$ cat src/rtl/i2s_audio_receiver_pkg.sv
// Shared I2S definitions: default sample width, channel select levels and
// receiver state encoding. The transmitter side uses the same constants so
// both ends agree on which lrclk level means left.
package i2s_audio_receiver_pkg;

    localparam int I2S_WIDTH_DEF = 16;

    // lrclk level for each channel (Philips: low = left)
    localparam logic LR_LEFT  = 1'b0;
    localparam logic LR_RIGHT = 1'b1;

    typedef enum logic [1:0] {
        ST_HUNT  = 2'd0,
        ST_LEFT  = 2'd1,
        ST_RIGHT = 2'd2
    } rx_state_t;

endpackage

$ cat src/rtl/i2s_rx_sync.sv
// Purpose : brings bclk/lrclk/din into the clk domain and flags bclk rising edges.
// Latency : SYNC_STAGES+1 clk from an input change to o_bclk_rise / o_lrclk / o_din.
// Backpr. : none; free-running, one pulse per detected bclk rise.
//
// Ports:
//   clk, reset          system clock, async active-high reset
//   i_bclk/i_lrclk/i_din raw asynchronous I2S inputs
//   o_bclk_rise         one-clk pulse per bclk rising edge
//   o_lrclk, o_din      synchronised lrclk/data, aligned with o_bclk_rise
// SYNC_STAGES must be at least 2.
module i2s_rx_sync #(
    parameter int SYNC_STAGES = 2
) (
    input  logic clk,
    input  logic reset,
    input  logic i_bclk,
    input  logic i_lrclk,
    input  logic i_din,
    output logic o_bclk_rise,
    output logic o_lrclk,
    output logic o_din
);

    logic [SYNC_STAGES-1:0] r_bclk_sync;
    logic [SYNC_STAGES-1:0] r_lr_sync;
    logic [SYNC_STAGES-1:0] r_din_sync;
    logic                   r_bclk_d;
    logic                   r_rise;
    logic                   r_lrclk;
    logic                   r_din;

    always_ff @(posedge clk or posedge reset) begin
        if (reset) begin
            r_bclk_sync <= '0;
            r_lr_sync   <= '0;
            r_din_sync  <= '0;
            r_bclk_d    <= 1'b0;
            r_rise      <= 1'b0;
            r_lrclk     <= 1'b0;
            r_din       <= 1'b0;
        end else begin
            r_bclk_sync <= {r_bclk_sync[SYNC_STAGES-2:0], i_bclk};
            r_lr_sync   <= {r_lr_sync[SYNC_STAGES-2:0], i_lrclk};
            r_din_sync  <= {r_din_sync[SYNC_STAGES-2:0], i_din};
            r_bclk_d    <= r_bclk_sync[SYNC_STAGES-1];
            // Registered edge pulse; lrclk/din get the same extra stage so
            // they stay aligned with the pulse.
            r_rise      <= r_bclk_sync[SYNC_STAGES-1] & ~r_bclk_d;
            r_lrclk     <= r_lr_sync[SYNC_STAGES-1];
            r_din       <= r_din_sync[SYNC_STAGES-1];
        end
    end

    assign o_bclk_rise = r_rise;
    assign o_lrclk     = r_lrclk;
    assign o_din       = r_din;

endmodule

$ cat src/rtl/i2s_audio_receiver.sv
// Purpose : Philips I2S deserialiser producing WIDTH-bit left/right PCM pairs.
// Latency : sample_valid SYNC_STAGES+2 clk after the bclk rise carrying the right LSB.
// Backpr. : none; the stream cannot be stalled, each pair is presented once.
//
// Ports:
//   clk, reset            system clock (>= 4x bclk), async active-high reset
//   i2s_bclk/lrclk/din    oversampled I2S inputs (lrclk 0 = left)
//   audio_l, audio_r      last complete pair, two's complement
//   sample_valid          one-clk strobe when audio_l/audio_r update
//   locked                set by the first delivered pair, held until reset
//   frame_err             sticky short-slot flag
// Optional feature: define I2S_RX_FRAME_CHECK_EN to enable frame_err;
// otherwise frame_err is tied low.
module i2s_audio_receiver
    import i2s_audio_receiver_pkg::*;
#(
    parameter int WIDTH       = I2S_WIDTH_DEF,
    parameter int SYNC_STAGES = 2
) (
    input  logic             clk,
    input  logic             reset,
    input  logic             i2s_bclk,
    input  logic             i2s_lrclk,
    input  logic             i2s_din,
    output logic [WIDTH-1:0] audio_l,
    output logic [WIDTH-1:0] audio_r,
    output logic             sample_valid,
    output logic             locked,
    output logic             frame_err
);

    localparam int CNT_W = $clog2(WIDTH + 1);

    logic w_rise;
    logic w_lr;
    logic w_din;

    i2s_rx_sync #(
        .SYNC_STAGES(SYNC_STAGES)
    ) u_sync (
        .clk        (clk),
        .reset      (reset),
        .i_bclk     (i2s_bclk),
        .i_lrclk    (i2s_lrclk),
        .i_din      (i2s_din),
        .o_bclk_rise(w_rise),
        .o_lrclk    (w_lr),
        .o_din      (w_din)
    );

    rx_state_t        r_state;
    logic [WIDTH-1:0] r_sh;
    logic [CNT_W-1:0] r_bit_cnt;
    logic             r_lr_last;
    logic             r_lr_seen;
    logic [WIDTH-1:0] r_left_hold;
    logic             r_left_vld;
    logic [WIDTH-1:0] r_audio_l;
    logic [WIDTH-1:0] r_audio_r;
    logic             r_valid;
    logic             r_locked;

    logic [WIDTH-1:0] w_bit_mask;
    logic [WIDTH-1:0] w_word;
    logic             w_room;

    // One-hot slot for the current bit; shifts out to zero once the word is
    // full, so surplus slot bits fall away without a separate guard.
    always_comb begin
        w_bit_mask = {1'b1, {(WIDTH-1){1'b0}}} >> r_bit_cnt;
        w_word     = w_din ? (r_sh | w_bit_mask) : r_sh;
        w_room     = (r_bit_cnt < CNT_W'(WIDTH));
    end

`ifdef I2S_RX_FRAME_CHECK_EN
    logic r_frame_err;
    logic w_short;
    // The commit rise still contributes one bit, so a full word has
    // bit_cnt == WIDTH-1 at that point.
    assign w_short   = (r_bit_cnt < CNT_W'(WIDTH - 1));
    assign frame_err = r_frame_err;
`else
    assign frame_err = 1'b0;
`endif

    always_ff @(posedge clk or posedge reset) begin
        if (reset) begin
            r_state     <= ST_HUNT;
            r_sh        <= '0;
            r_bit_cnt   <= '0;
            r_lr_last   <= LR_LEFT;
            r_lr_seen   <= 1'b0;
            r_left_hold <= '0;
            r_left_vld  <= 1'b0;
            r_audio_l   <= '0;
            r_audio_r   <= '0;
            r_valid     <= 1'b0;
            r_locked    <= 1'b0;
`ifdef I2S_RX_FRAME_CHECK_EN
            r_frame_err <= 1'b0;
`endif
        end else begin
            r_valid <= 1'b0;
            if (w_rise) begin
                if (!r_lr_seen) begin
                    // First rise after reset only learns the lrclk level, so the
                    // reset value of r_lr_last never fakes a word boundary.
                    r_lr_seen <= 1'b1;
                    r_lr_last <= w_lr;
                end else if (w_lr == r_lr_last) begin
                    r_sh <= w_word;
                    if (w_room) begin
                        r_bit_cnt <= r_bit_cnt + 1'b1;
                    end
                end else begin
                    // lrclk changed: this rise carries the previous word's LSB.
                    if (r_state == ST_LEFT) begin
                        r_left_hold <= w_word;
                        r_left_vld  <= 1'b1;
                    end else if (r_state == ST_RIGHT) begin
                        r_left_vld <= 1'b0;
                        if (r_left_vld) begin
                            r_audio_l <= r_left_hold;
                            r_audio_r <= w_word;
                            r_valid   <= 1'b1;
                            r_locked  <= 1'b1;
                        end
                    end
`ifdef I2S_RX_FRAME_CHECK_EN
                    if (r_state != ST_HUNT && w_short) begin
                        r_frame_err <= 1'b1;
                    end
`endif
                    r_sh      <= '0;
                    r_bit_cnt <= '0;
                    r_lr_last <= w_lr;
                    r_state   <= (w_lr == LR_RIGHT) ? ST_RIGHT : ST_LEFT;
                end
            end
        end
    end

    assign audio_l      = r_audio_l;
    assign audio_r      = r_audio_r;
    assign sample_valid = r_valid;
    assign locked       = r_locked;

endmodule

$ cat config.mk
export PLATFORM = sky130hd
export DESIGN_NAME = i2s_audio_receiver
export DESIGN_NICKNAME = d
export VERILOG_FILES = /design/src/rtl/i2s_audio_receiver_pkg.sv /design/src/rtl/i2s_rx_sync.sv /design/src/rtl/i2s_audio_receiver.sv
export SDC_FILE = /design/constraint.sdc
export NUM_CORES = 1
export LEC_CHECK = 0
export BUFFER_PORTS_ARGS = -buffer_cell sky130_fd_sc_hd__buf_2
export CAP_MARGIN = 20
export CORE_UTILIZATION = 43
export CTS_BUF_LIST = sky130_fd_sc_hd__clkbuf_2
export CTS_CLUSTER_DIAMETER = 50
export DETAILED_ROUTE_END_ITERATION = 10
export PLACE_DENSITY = 0.72
export SYNTH_ARGS = -nofsm -noshare
export SYNTH_HDL_FRONTEND = slang
export SYNTH_SLANG_ARGS = --single-unit
$ cat constraint.sdc
create_clock -name clk -period 3 [get_ports clk]
set_input_delay 0.3 -clock clk [delete_from_list [all_inputs] [get_ports clk]]
set_output_delay 0.3 -clock clk [all_outputs]
set_load 0.02 [all_outputs]
==> results.py <==
metrics = {
    "status": {
        "status": "finished clean",
    },
    "timing": {
        "fin_ws_ns": 0.965,
        "fin_setup_tns_ns": 0,
        "hold_violations": 0,
        "finClkSkew_ns": 0.0179,
        "fmax_ghz": 0.491,
        "worst_slew_pin_slew_ns": 0.962,
        "timing.final.crit_share_pct": 67.8,
        "rsz0062_at_grt": "false",
        "finalCriticalPeriod_ns": 2.04,
        "setup_viol": 0,
        "slew_viol_final": 0,
        "slew_headroom_pct": 35.7,
    },
    "floorplanning": {
        "io_pins": 40,
        "die-area_sq_um": 8590,
        "rows": 32,
        "fp.dieW_um": 92.7,
        "die_h_um": 92.7,
        "core_sq_um": 7850,
        "start_util_pct": 45.0,
    },
    "global_route": {
        "grt_max_degree": 41,
        "grt_overflow_total": 0,
        "antenna_found_initial": 0,
        "track_usage_pct": 16.2,
        "grt_pass1_vias": 2204,
        "grt_pass1_wl_mm": 10.5,
    },
    "placement": {
        "port_buffers": 38,
        "globalplace.congestion": 0.803,
        "place_area_sq_um": 3800,
        "pre_cts_ws_ns": 0.942,
        "dpl.hpwl_mm": 4.08,
    },
    "logic_synthesis": {
        "syn_nets": 276,
        "yosys-top-cells-count": "dfrtp_1 (86), mux2_2 (44), nor2_1 (22)",
        "synth_area_per_cell_sq_um": 13.4,
        "synth-edff-count": 0,
        "ys_seq_area_share_pct": 60.9,
        "synth_top_area_share_pct": 60.9,
        "synth-seq-cells": 86,
        "yosysTopAreaCell": "dfrtp_1",
        "syn_inst": 263,
        "netlist_area_sq_um": 3530,
        "async_reset_ff_share_pct": 100,
        "synth-main-ff-cell": "dfrtp_1",
        "netlist_top_cells_area": "dfrtp_1 (61%), mux2_2 (14%), ha_1 (2.8%)",
        "synth.most_common_cell": "dfrtp_1",
        "synth_warnings": 0,
        "synthDistinctLibCells": 35,
    },
    "setup_path": {
        "critPathMaxFanout": 10,
        "worst-setup-path-type": "reg -> reg",
        "cp_data_arrival_time_ns": 2.48,
        "crit_path_cell_trace": "xnor2_2, nor3b_2, buf_4, mux2_2",
        "crit_cells": 4,
        "start_kind": "flip-flop",
        "cp_data_required_time_ns": 3.45,
        "cpPeakStageDelay_ns": 0.54,
        "worstRegToRegCells": 4,
        "crit_buf_inv": 1,
        "critPathCaptureType": "flip-flop",
        "cp_slowest_cell": "nor3b_2",
        "path_delay_family": "simple AND/OR/NAND/NOR gates",
    },
    "final_layout": {
        "drive_gt1_share_pct": 37.0,
        "stdcell_area_sq_um": 3980,
        "n_antenna_cell": 0,
        "fillers": 724,
        "finalNetCount": 319,
        "syn_to_final_growth_pct": 12.5,
    },
    "flow_run": {
        "drv_cap": 0,
    },
    "cts": {
        "cts_root_buffer": "clkbuf_2",
        "htreeDepth": 3,
        "cts_sinks": 86,
        "cts_max_path_buffers": 2,
        "clk_latency_ns": 0.55,
        "cts_setup_buffers": 0,
        "post_cts_resized": 0,
        "cts_buffers": 9,
        "clkTransAtPathRegs_ns": 0.21,
        "cts_tree": "built",
    },
    "power": {
        "p_leak_nw": 2.10,
        "ir_drop_mv": 0.387,
        "power_density_nw_per_um2": 593,
    },
    "detailed_routing": {
        "vias": 2152,
        "drc_errors": 0,
        "drt-total-wl_mm": 6.05,
        "wire_per_inst_um": 14.7,
        "viasPerCell": 5.21,
        "drt_first_pass_iters": 5,
        "antenna_left": 0,
        "drt_iter0_drc": 125,
    },
    "hold_path": {
        "hold_path.class": "in -> async",
    },
}
==> cells in the final DEF, fill, tap and decap left out, types with 2 or more instances in the layout <==
master / instances
inv_1: 12
mux2_2: 44
or2_2: 3
nor2_1: 22
clkbuf_2: 10
a31o_2: 5
nor3_1: 3
o21ai_0: 4
buf_2: 38
a21o_1: 8
buf_4: 6
dlygate4sd3_1: 4
nor4bb_1: 2
and4b_1: 2
clkinv_4: 2
a32o_1: 2
bufinv_16: 2
nor2b_1: 3
ha_1: 8
clkinv_2: 2
a41oi_1: 5
a21oi_1: 4
nand2_1: 3
dfrtp_1: 86
a31oi_1: 13
mux2i_1: 6
==> registers in the layout (all words and copies together) (netlist names), 2 cells and up <==
signal / count
u_sync.r_lr_sync: 2
r_left_hold: 16
u_sync.r_bclk_sync: 2
r_sh: 16
r_state: 2
audio_r: 16
r_bit_cnt: 5
u_sync.r_din_sync: 2
audio_l: 16
==> worst paths after layout <==
path                                                   endpoint  slack (ns)                            from
worst max-delay path                 r_left_hold[5]$_DFFE_PP0P_        0.96        u_sync.o_lrclk$_DFF_PP0_
worst min-delay path            u_sync.r_bclk_sync[0]$_DFF_PP0_        0.34                           reset
worst max register to register       r_left_hold[5]$_DFFE_PP0P_        0.96        u_sync.o_lrclk$_DFF_PP0_
worst min register to register   u_sync.r_din_sync[1]$_DFF_PP0_        0.38  u_sync.r_din_sync[0]$_DFF_PP0_
max in group asynchronous                audio_r[2]$_DFFE_PP0P_        1.89                           reset
min in group clk                u_sync.r_bclk_sync[0]$_DFF_PP0_        0.37                        i2s_bclk
==> area by class of cell <==
cell class / instances / area, sq um / share of cell area, %
inverter: 13 / 50.0 / 1.26
clock inverter: 6 / 86.3 / 2.17
multi-input combinational: 148 / 1240 / 31.1
timing repair buffer: 48 / 275 / 6.92
clock buffer: 10 / 50.0 / 1.26
sequential: 86 / 2150 / 54.1
tap: 102 / 128 / 3.21
==> logic make-up (layout without fill, tap and decap cells) <==
family / count (synthesis) / in the layout / synth area share, %
fa+ha+maj: 8 / 8 / 2.83
xor+xnor: 2 / 2 / 0.708
simple gates: 45 / 45 / 7.19
buf+inv: 29 / 77 / 4.14
other cells: 1 / 1 / 0.106
compound gates: 42 / 42 / 8.42
flops: 86 / 86 / 60.9
mux: 50 / 50 / 15.7
==> worst min-delay path, cell delays in order <==
cell           delay, ns
dlygate4sd3_1       0.53
buf_2               0.12
clkinv_2            0.45
==> layer usage <==
metal / global-route usage, % / up-vias / part of all wire, %
met5: 0 / - / 0
met4: 7.44 / 0 / 2.2
met3: 4.68 / 14 / 4.7
met2: 25.6 / 55 / 46
met1: 20.5 / 1069 / 47
li1: - / 1014 / -
==> stage by stage <==
| stage | hold slack, ns | utilization [%] | cells | total power [mW] |
|---|---|---|---|---|
| floorplan | 0.331 | - | 263 | 1.61 |
| global placement | 0.332 | 48.4 | 393 | 1.71 |
| detailed placement | 0.336 | 48.4 | 393 | 1.72 |
| CTS | 0.331 | 50.7 | 413 | 2.40 |
| global route | 0.330 | 50.7 | 413 | 2.49 |
| finish | 0.344 | 50.7 | 413 | 2.36 |
==> power breakdown <==
group	total [mW]	switching (mW)	internal (mW)
clock network	0.660	0.382	0.278
logic	0.384	0.228	0.155
registers	1.32	0.0692	1.25
total	2.36	0.680	1.68
==> what timing repair did <==
| action | CTS | global route |
|---|---|---|
| endpoints found under the setup margin | 0 | 0 |
| hold buffers | 4 | 0 |
| hold endpoints to repair | 41 | 0 |
(Power assumes the default switching activity.)
